==> src/rtl/fifo_cdc_pkg.sv <==
// Shared constants and Gray/binary conversions for the async FIFO write and read pointer blocks.
// Latency: pure functions and constants, no state.
// Backpressure: none.
package fifo_cdc_pkg;

    localparam int ADDR_W_DEF = 8;
    localparam int PTR_W_DEF  = ADDR_W_DEF + 1;

    // Conversions work on a fixed wide vector; callers zero-extend in and truncate out.
    localparam int PTR_W_MAX  = 32;

    function automatic logic [PTR_W_MAX-1:0] bin2gray(input logic [PTR_W_MAX-1:0] bin);
        return bin ^ (bin >> 1);
    endfunction

    // Zero-extended Gray input keeps the upper result bits zero, so truncation is exact.
    function automatic logic [PTR_W_MAX-1:0] gray2bin(input logic [PTR_W_MAX-1:0] gray);
        logic [PTR_W_MAX-1:0] bin;
        bin[PTR_W_MAX-1] = gray[PTR_W_MAX-1];
        for (int i = PTR_W_MAX - 2; i >= 0; i--) begin
            bin[i] = bin[i+1] ^ gray[i];
        end
        return bin;
    endfunction

endpackage

==> src/rtl/gray_ptr_cnt.sv <==
// Binary + Gray pointer register pair; binary drives the RAM address, Gray crosses domains.
// Latency: address updates on the edge after inc_i, Gray pointer registered on that same edge.
// Backpressure: none; the caller gates inc_i with its own full condition.
module gray_ptr_cnt
    import fifo_cdc_pkg::*;
#(
    parameter int ADDR_W = ADDR_W_DEF,
    parameter int PTR_W  = PTR_W_DEF
) (
    input  logic              clk_ab,
    input  logic              rst_ab,
    input  logic              inc_i,
    output logic [ADDR_W-1:0] addr_o,
    output logic [PTR_W-1:0]  bin_next_o,
    output logic [PTR_W-1:0]  gray_o
);

    logic [PTR_W-1:0] bin_q;

    assign bin_next_o = bin_q + PTR_W'(inc_i);
    assign addr_o     = bin_q[ADDR_W-1:0];

    // Both pointer forms advance together; Gray comes straight off a flop so the
    // synchronizer on the far side only ever sees single-bit changes.
    always_ff @(posedge clk_ab or negedge rst_ab) begin
        if (!rst_ab) begin
            bin_q  <= '0;
            gray_o <= '0;
        end else begin
            bin_q  <= bin_next_o;
            gray_o <= PTR_W'(bin2gray(PTR_W_MAX'(bin_next_o)));
        end
    end

endmodule

==> src/rtl/wptr_full_gen.sv <==
// Async FIFO write-side pointer, full/almost-full/overflow generation (almost_full only with WPTR_AFULL_EN).
// Latency: wen_o combinational from push_i; address moves next edge; wptr_o and flags registered, 1 cycle.
// Backpressure: pushes while full_o are dropped (wen_o=0) and raise sticky overflow_o until clr_ovf_i.
module wptr_full_gen
    import fifo_cdc_pkg::*;
#(
    parameter int ADDR_W       = ADDR_W_DEF,
    parameter int PTR_W        = ADDR_W + 1,
    parameter int AFULL_THRESH = 4
) (
    input  logic              clk_ab,
    input  logic              rst_ab,
    input  logic              push_i,
    input  logic [PTR_W-1:0]  rq2_rptr_i,
    input  logic              clr_ovf_i,
    output logic              wen_o,
    output logic [ADDR_W-1:0] waddr_o,
    output logic [PTR_W-1:0]  wptr_o,
    output logic              full_o,
    output logic              almost_full_o,
    output logic              overflow_o
);

    localparam int DEPTH = 1 << ADDR_W;

    if (PTR_W != ADDR_W + 1 || AFULL_THRESH > DEPTH) begin : g_bad_cfg
        $error("wptr_full_gen: PTR_W must be ADDR_W+1 and AFULL_THRESH must not exceed DEPTH");
    end

    logic             run_q;
    logic [PTR_W-1:0] wbin_next;
    logic [PTR_W-1:0] wgray_next;
    logic [PTR_W-1:0] rptr_wrapped;

    // run_q holds off the first cycle after reset release so no write races the release edge.
    assign wen_o = push_i & ~full_o & run_q;

    gray_ptr_cnt #(
        .ADDR_W (ADDR_W),
        .PTR_W  (PTR_W)
    ) u_ptr (
        .clk_ab     (clk_ab),
        .rst_ab     (rst_ab),
        .inc_i      (wen_o),
        .addr_o     (waddr_o),
        .bin_next_o (wbin_next),
        .gray_o     (wptr_o)
    );

    // Full means the write pointer is one lap ahead: in Gray code that is the read
    // pointer with its two MSBs inverted.
    assign wgray_next   = PTR_W'(bin2gray(PTR_W_MAX'(wbin_next)));
    assign rptr_wrapped = {~rq2_rptr_i[PTR_W-1:PTR_W-2], rq2_rptr_i[PTR_W-3:0]};

    // Enable accepts from the second cycle after reset release onward.
    always_ff @(posedge clk_ab or negedge rst_ab) begin
        if (!rst_ab) run_q <= 1'b0;
        else         run_q <= 1'b1;
    end

    // Full is judged on the post-increment pointer against the current read pointer.
    always_ff @(posedge clk_ab or negedge rst_ab) begin
        if (!rst_ab) full_o <= 1'b0;
        else         full_o <= (wgray_next == rptr_wrapped);
    end

    // Sticky overflow: a dropped push sets it, clear only wins when no drop happens.
    always_ff @(posedge clk_ab or negedge rst_ab) begin
        if (!rst_ab)                overflow_o <= 1'b0;
        else if (push_i && full_o)  overflow_o <= 1'b1;
        else if (clr_ovf_i)         overflow_o <= 1'b0;
    end

`ifdef WPTR_AFULL_EN
    localparam logic [PTR_W-1:0] AFULL_LVL = PTR_W'(DEPTH - AFULL_THRESH);

    logic [PTR_W-1:0] rbin;
    logic [PTR_W-1:0] fill_next;

    assign rbin      = PTR_W'(gray2bin(PTR_W_MAX'(rq2_rptr_i)));
    assign fill_next = wbin_next - rbin;

    // Almost-full tracks occupancy after this cycle's accept, like full_o.
    always_ff @(posedge clk_ab or negedge rst_ab) begin
        if (!rst_ab) almost_full_o <= 1'b0;
        else         almost_full_o <= (fill_next >= AFULL_LVL);
    end
`else
    assign almost_full_o = 1'b0;
`endif

endmodule

==> config.mk <==
export PLATFORM = sky130hd
export DESIGN_NAME = wptr_full_gen
export DESIGN_NICKNAME = d
export VERILOG_FILES = /design/src/rtl/fifo_cdc_pkg.sv /design/src/rtl/gray_ptr_cnt.sv /design/src/rtl/wptr_full_gen.sv
export SDC_FILE = /design/constraint.sdc
export NUM_CORES = 1
export LEC_CHECK = 0
export BUFFER_PORTS_ARGS = -buffer_cell sky130_fd_sc_hd__clkbuf_2
export CAP_MARGIN = 20
export CORE_UTILIZATION = 45
export CTS_CLUSTER_SIZE = 14
export DETAILED_ROUTE_END_ITERATION = 7
export GPL_TIMING_DRIVEN = 1
export PLACE_DENSITY = 0.71
export SLEW_MARGIN = 20
export SYNTH_ARGS = -nofsm -noshare
export SYNTH_HDL_FRONTEND = slang
export SYNTH_SLANG_ARGS = --single-unit
==> constraint.sdc <==
create_clock -name clk_ab -period 4.23 [get_ports clk_ab]
set_input_delay 0.2115 -clock clk_ab [delete_from_list [all_inputs] [get_ports clk_ab]]
set_output_delay 0.2115 -clock clk_ab [all_outputs]
set_load 0.02 [all_outputs]
### Word level (Yosys, flattened, before mapping)

Cells that the tools add are included.

* logic and storage cells: 16
* bits in registers: 21
* input bits: 13

* bitwise operators: 5
* eq/ne operators: 1
* mux-type cells: 2
* add/sub/neg operators: 1
* reduce and logical (&&, ||, !) cells: 2

Operator list (count)
* adder 9 x 1 -> 9 bit: 1
* equality test 9 bit: 1
* bitwise XOR 9 x 8 -> 9 bit: 1
* AND 1 bit: 2
* two-way mux 1 bit: 2
* inverter 2 bit: 1
* nonzero test 2 bit: 1
* logical AND 1 bit: 1
* inverter 1 bit: 1

### Longest topological paths before layout

Gate-level depths: netlist of run 1.

* depth in word-level cells: 6
* mapped depth: 10
* mapped depth without buffers: 9

### By module

From an unflattened synthesis of run 1, not the netlist that was laid out.

* cell total of the unflattened synthesis: 92
* area total of the unflattened synthesis: 998.5 um2

By module, submodules not included
* gray_ptr_cnt: cells an instance 59, area an instance 721.9 um2, instances 1
* wptr_full_gen: cells an instance 33, area an instance 276.5 um2, instances 1

### Worst setup path after synthesis of run 1

Ideal clock, no wire load.

* kind: register -> register
* from: reg full_o
* to: reg full_o
* buffers on the path: 1
* setup slack: 1.746 ns
* data arrival time: 2.354 ns
* library setup time: 0.130 ns
* period minus slack after synthesis: 2.484 ns
* stages on the path, launching flop included: 10
* path through: dfrtp_1 -> nor2_1 -> ha_1 -> ha_1 -> buf_4 -> and3b_1 -> a221oi_1 -> xnor3_1 -> o21ai_0 -> nor4_2

* cells in the longest elaborated chain, start to end: 6

Ends and longest elaborated chain
* start: declaration: RTL line wptr_full_gen.sv:19 `output logic full_o,`
* start signal: assignment: RTL line wptr_full_gen.sv:64 `else full_o <= (wgray_next == rptr_wrapped);`
* inverter 1 bit: RTL line wptr_full_gen.sv:36 `assign wen_o = push_i & ~full_o & run_q;`
* AND 1 bit (2 in series): RTL line wptr_full_gen.sv:36
* net wen_o: RTL line wptr_full_gen.sv:16 `output logic wen_o,`
* adder 9 x 1 -> 9 bit: RTL line gray_ptr_cnt.sv:20 `assign bin_next_o = bin_q + PTR_W'(inc_i);`
* bitwise XOR 9 x 8 -> 9 bit: RTL line fifo_cdc_pkg.sv:13 `return bin ^ (bin >> 1);`
* equality test 9 bit: RTL line wptr_full_gen.sv:64

The timed path passes the listed nets, and every way through them passes these cells.
A chain may end at the register's enable or synchronous reset.

### Worst setup path after layout of run 1

* from: reg full_o
* to: reg full_o

* cells in the longest elaborated chain, start to end: 6

Ends and longest elaborated chain (RTL line)
* inverter 1 bit: wptr_full_gen.sv:36
* AND 1 bit (2 in series): wptr_full_gen.sv:36
* adder 9 x 1 -> 9 bit: gray_ptr_cnt.sv:20
* bitwise XOR 9 x 8 -> 9 bit: fifo_cdc_pkg.sv:13
* equality test 9 bit: wptr_full_gen.sv:64

Every way passes these cells.

==> results of run 1 <==
Yosys cell counts (3+ instances only):
library cell,instances,area (µm²)
dfrtp_1,20,500.5
xnor2_1,14,122.6
xor2_1,10,87.58
nand2_1,9,33.78
and3_1,4,25.02
a21oi_1,3,15.01
buf_2,3,15.01
buf_4,3,22.52
ha_1,3,37.54
nand4_1,3,18.77
nor2_1,3,11.26
o21ai_0,3,15.01
layer usage:
metal,wire [µm],global-route usage,share of wire,up-vias
li1,-,-,-,438
met1,932,0.2028,0.42,411
met2,1168,0.3188,0.53,23
met3,69,0.03672,0.031,6
met4,48,0.1053,0.022,0
met5,0,0,0,-
where the power goes:
part | internal (mW) | switching (mW) | total, mW
registers | 0.246 | 0.0694 | 0.315
clock network | 0.0331 | 0.0555 | 0.0886
logic | 0.176 | 0.226 | 0.401
worst max path at each step:
stage	to	slack, ns	depth (start not counted)
6_report	full_o	1.55	8
5_1_grt	full_o	1.37	8
4_1_cts	full_o	1.52	8
3_5_place_dp	full_o	1.54	8
3_3_place_gp	full_o	1.69	8
2_1_floorplan	full_o	1.75	9
worst max-delay path: cells and delay by family (launching register included):
family          cells  cell delay [ns]
flops               1             0.40
compound gates      1             0.22
xor+xnor            1             0.50
fa+ha+maj           2             0.67
simple gates        4             0.79
registers in the layout, indices dropped and copies added (netlist names):
name,cells
u_ptr.gray_o,8
run_q,1
full_o,1
overflow_o,1
u_ptr.bin_q,9
cell families (layout without fill, tap and decap cells):
family | after synthesis | after routing | synth area share
other | 2 | 2 | 0.006278
multiplexers | 2 | 2 | 0.01674
flip-flops | 20 | 20 | 0.4184
adder cells (fa/ha/maj) | 3 | 3 | 0.03138
XOR/XNOR | 28 | 28 | 0.2500
buffers and inverters | 9 | 38 | 0.04079
AO/OA/AOI/OAI | 17 | 17 | 0.1025
AND/OR/NAND/NOR | 29 | 29 | 0.1339
metrics by stage:
stage,setup slack (ns),power [mW],hold slack (ns),cell area (µm²)
after floorplan,1.746,0.6245,-0.08409,1196
after CTS,1.519,0.8108,0.08363,1385
after global routing,1.369,0.8672,0.08956,1385
after detailed placement,1.544,0.7194,0.2126,1353
final,1.554,0.8050,0.09363,1385
after global placement,1.691,0.7097,0.1932,1353
final cells by class:
| class | count | area share |
|---|---|---|
| clock buffer | 3 | 0.01626 |
| inverter | 2 | 0.005420 |
| multi-input combinational | 81 | 0.4670 |
| sequential | 20 | 0.3613 |
| tap | 30 | 0.02710 |
| timing repair buffer | 33 | 0.1229 |
timing repair:
item / 4_1_cts / 5_1_grt
hold buffers: 1 / 0
endpoints found under the setup margin: 0 / 0
endpoints found under the hold margin: 20 / 0
==> flow_metrics.env, run 1 <==
export IMPL_seq_area_um2=500.5
export IMPL_grt_max_degree=21
export IMPL_max_freq_ghz=0.3737
export IMPL_clkTransAtPathRegs_ns=0.10
export IMPL_relSlewSlack=0.6515
export IMPL_worstHoldPathType="input pin to flop"
export IMPL_finalSetupTns_ns=0
export IMPL_crit_fanout=12
export IMPL_numPortBuffers=32
export IMPL_gp_congestion=0.8033
export IMPL_hold_violations=0
export IMPL_instances_no_fill=169
export IMPL_grt_ovfl_total=0
export IMPL_crit_path_top_delay_cell="xnor3_1"
export IMPL_synthArstFlopShare=1.000
export IMPL_criticalPathCategory="flop to flop"
export IMPL_final_cell_mix="clkbuf_2, dfrtp_1, xnor2_1"
export IMPL_ff2ff_setup_slack_ns=1.55
export IMPL_slew_viol_final=0
export IMPL_synth_seq_cells=20
export IMPL_multi_input_area_um2=646.9
export IMPL_fin_util=0.5541
export IMPL_grt_pass1_vias=869
export IMPL_synth_edff_count=0
export IMPL_cts_sinks=20
export IMPL_setup_viol=0
export IMPL_syn2layout_area_growth_pct=15.80
export IMPL_critPathRequiredTime_ns=4.43
export IMPL_tightest_slew_ns=0.5228
export IMPL_whs_endpoint="overflow_o"
export IMPL_cp_data_arrival_time_ns=2.88
export IMPL_cp_cell_sequence="nor2_1 > ha_1 > ha_1 > xnor3_1 > and3_1 > a2111oi_2 > nand4_1 > nor4_2"
export IMPL_wl_per_cell_um=13.13
export IMPL_p_leak_nw=0.6935
export IMPL_synth_seq_area_share=0.4184
export IMPL_drtPass1Iterations=4
export IMPL_cts_root_buf="clkbuf_4"
export IMPL_status="complete, no violations"
export IMPL_dp_cells=165
export IMPL_cts_resized_gates=0
export IMPL_post_synth_inst_count=110
export IMPL_syn_area_um2=1196
export IMPL_htreeDepth=1
export IMPL_drt_total_wl_mm=2.219
export IMPL_maxCapViolCount=0
export IMPL_die_area_um2=2868
export IMPL_post_route_min_period_ns=2.676
export IMPL_drtIter0Drc=9
export IMPL_start_util=0.4785
export IMPL_drc_errors=0
export IMPL_clk_insertion_delay_late_ns=0.29
export IMPL_grtUsageTotal=0.1818
export IMPL_cpMostUsedCell="ha_1"
export IMPL_core_rowCount=18
export IMPL_vias=878
export IMPL_cp_slowest_stage_delay_ns=0.50
export IMPL_synth_flop_cell="dfrtp_1"
export IMPL_synth_nets=126
export IMPL_antenna_found_initial=0
export IMPL_crit_reg2reg_launch="full_o"
export IMPL_post_cts_buffers=0
export IMPL_antenna_cells=0
export IMPL_ys_warn_count=0
export IMPL_fin_crit_sh=0.6327
export IMPL_finalNetCount=157
export IMPL_cts_tree="yes"
export IMPL_layout_drive_gt1_share=0.2950
export IMPL_final_common_cell="clkbuf_2"
export IMPL_skew_ns=0.006486
export IMPL_reg2reg_to="full_o"
export IMPL_ff2ff_path_depth=8
export IMPL_die_w_um=53.56
export IMPL_powerDensity_nw_per_um2=581.2
export IMPL_dp_hpwl_mm=1.763
export IMPL_rsz0062_at_grt="false"
export IMPL_core_area_um2=2500
export IMPL_synthDistinctLibCells=37
export IMPL_detail_route_antenna_nets=0
export IMPL_ir_drop_uv=407.2
export IMPL_ios=34
export IMPL_crit_start="full_o"
export IMPL_grt_pass1_wl_mm=3.691
export IMPL_cts_path_max_buffers=2
export IMPL_hp_start="clr_ovf_i"
export IMPL_syn_avg_cell_area_um2=10.87
export IMPL_chipHeight_um=53.56
export IMPL_nFillCells=214
export IMPL_crit_path_end_kind="flop"
export IMPL_via_per_inst=5.195
export IMPL_hold_depth=2
export IMPL_startpoint_type="flop"
export IMPL_cts_buffers_inserted=3
Power figures use the tool's default switching activity.
==> run 2: changes to the inputs <==
- ABC_AREA: default -> 1
- clock period: 4.23 -> 2.7 ns (I/O delays scaled with it)
==> run 2 against run 1 <==
Sequential share of layout area fell by 0.23 points. Non-clock buffer count did not move. Utilization rose by 0.86 points. Die area fell by 1.4%. Register-to-register slack got worse by 0.99 ns. Critical path depth rose by 5. Global-route usage rose by 3.4 points. Cell count rose by 39%.
==> flow_metrics.env, run 2 <==
export IMPL_status="complete, no violations"
export IMPL_fin_crit_sh=0.7904
export IMPL_synth_area_leaders="dfrtp_1, nand2_1, nand3_1"
export IMPL_synth_mux_area_frac=0
export IMPL_grtUsageTotal=0.2160
export IMPL_fin_util=0.5626
export IMPL_largest_register="u_ptr.bin_q"
export IMPL_largestRegisters="u_ptr.bin_q x9, u_ptr.gray_o x8"
export IMPL_finalSetupTns_ns=0
export IMPL_synth_seq_cells=20
export IMPL_antenna_found_initial=0
export IMPL_ys_top_cells_by_count="nand2_1, nand3_1, inv_1"
export IMPL_synth_compound_area_frac=0.01274
export IMPL_layout_drive_gt1_share=0.2146
export IMPL_maxCapViolCount=0
export IMPL_drtPass1Iterations=4
export IMPL_dp_hpwl_mm=2.084
export IMPL_rsz0062_at_grt="false"
export IMPL_cts_buffers_inserted=3
export IMPL_post_synth_inst_count=171
export IMPL_synth_top_area_frac=0.4246
export IMPL_post_route_min_period_ns=2.134
export IMPL_criticalPathCategory="flop to flop"
export IMPL_synth_flop_cell="dfrtp_1"
export IMPL_hold_violations=0
export IMPL_final_cell_mix="nand2_1, clkbuf_2, nand3_1"
export IMPL_cts_sinks=20
export IMPL_skew_ns=0.001291
export IMPL_vias=1176
export IMPL_finalNetCount=223
export IMPL_wl_per_cell_um=11.15
export IMPL_die_w_um=53.18
export IMPL_syn_avg_cell_area_um2=6.893
export IMPL_holdBufCountCts=1
export IMPL_ff2ff_path_depth=13
export IMPL_instances_no_fill=235
export IMPL_worst_slack_ns=0.5659
export IMPL_post_cts_buffers=0
export IMPL_via_per_inst=5.004
export IMPL_chipHeight_um=53.18
export IMPL_synth_top_family_by_area="simple AND/OR/NAND/NOR gates"
export IMPL_cts_resized_gates=0
export IMPL_gp_congestion=0.8562
export IMPL_core_rowCount=18
export IMPL_cp_data_arrival_time_ns=2.38
export IMPL_syn2layout_area_growth_pct=18.26
export IMPL_setup_viol=0
export IMPL_numPortBuffers=32
export IMPL_largest_register_ff_count=9
export IMPL_detail_route_antenna_nets=0
export IMPL_dp_cells=231
export IMPL_synth_xor_xnor_area_share=0
export IMPL_grt_ovfl_total=0
export IMPL_ir_drop_uv=753.6
export IMPL_critPathRequiredTime_ns=2.94
export IMPL_start_util=0.4758
export IMPL_syn_area_um2=1179
export IMPL_p_leak_nw=0.8134
export IMPL_drt_total_wl_mm=2.621
export IMPL_die_area_um2=2828
export IMPL_startpoint_type="flop"
export IMPL_worstHoldPathType="input pin to flop"
export IMPL_ios=34
export IMPL_synth_nets=187
export IMPL_synth_edff_count=0
export IMPL_grt_pass1_wl_mm=4.271
export IMPL_grt_pass1_vias=996
export IMPL_drtIter0Drc=19
export IMPL_crit_path_end_kind="flop"
export IMPL_max_freq_ghz=0.4686
export IMPL_core_area_um2=2477
export IMPL_total_power_mw=1.199
export IMPL_synthArstFlopShare=1.000
export IMPL_cts_path_max_buffers=2
export IMPL_synth_top_area_cell="dfrtp_1"
export IMPL_ys_warn_count=0
export IMPL_grt_max_degree=21
export IMPL_powerDensity_nw_per_um2=860.5
export IMPL_synth_simple_gate_area_frac=0.4406
export IMPL_final_common_cell="nand2_1"
export IMPL_htreeDepth=1
export IMPL_synthDistinctLibCells=16
export IMPL_clk_insertion_delay_late_ns=0.30
export IMPL_place_worst_setup_slack_ns=0.6173
export IMPL_ff2ff_setup_slack_ns=0.57
export IMPL_antenna_cells=0
export IMPL_yosysMostFrequentCell="nand2_1"
export IMPL_slew_viol_final=0
export IMPL_synth_fa_ha_area_frac=0.03185
export IMPL_cts_root_buf="clkbuf_4"
export IMPL_synth_seq_area_share=0.4246
export IMPL_drc_errors=0
export IMPL_cts_tree="yes"
export IMPL_crit_fanout=6
export IMPL_hold_depth=2
export IMPL_clkTransAtPathRegs_ns=0.11
run 2: metrics by stage:
step | hold slack, ns | area (µm²)
global placement | 0.1243 | 1361
finish | 0.03667 | 1394
global route | 0.03169 | 1394
detailed placement | 0.1320 | 1361
CTS | 0.04102 | 1394
floorplan | -0.1606 | 1179
run 2: worst paths after layout:
kind,startpoint,endpoint
max in group asynchronous,rst_ab,u_ptr.bin_q[0]
max reg2reg,full_o,full_o
min in group asynchronous,rst_ab,u_ptr.bin_q[6]
min reg2reg,full_o,overflow_o
min,clr_ovf_i,overflow_o
max,full_o,full_o
run 2: critical path, cell delays in order (launching register included):
cell and delay [ns]:
dfrtp_1 0.41, nor2_1 0.21, ha_1 0.19, ha_1 0.28, nand2_1 0.17, nand2_1 0.19
inv_1 0.09, nand2_1 0.09, nand3_1 0.07, nand2_1 0.07, nand3_1 0.07, nor2_1 0.10
nand2_1 0.06, nor2_1 0.07
run 2: cell type report:
| type | count | area (µm²) |
|---|---|---|
| fill | 259 | 1084 |
| clock buffer | 3 | 22.52 |
| sequential | 20 | 500.5 |
| inverter | 22 | 83.83 |
| timing repair buffer | 33 | 170.2 |
| tap | 30 | 37.54 |
| multi-input combinational | 127 | 579.3 |
run 2: cell families after synthesis:
| group | count (synthesis) |
|---|---|
| buffers and inverters | 24 |
| and+or+nand+nor | 119 |
| AOI/OAI and AO/OA | 3 |
| adders and majority gates | 3 |
| other | 2 |
| DFF | 20 |
run 2: metal layers:
layer	wire length [µm]	GRT usage	up-vias
met3	96	0.04598	5
met1	1187	0.2788	549
met5	0	0	-
met4	47	0.09211	0
li1	-	-	597
met2	1289	0.3460	25
run 2: report_power, final:
group | switching, mW | internal (mW) | total (mW)
Sequential | 0.0846 | 0.381 | 0.466
Clock | 0.0892 | 0.0521 | 0.141
Combinational | 0.401 | 0.191 | 0.592
Total | 0.575 | 0.624 | 1.20
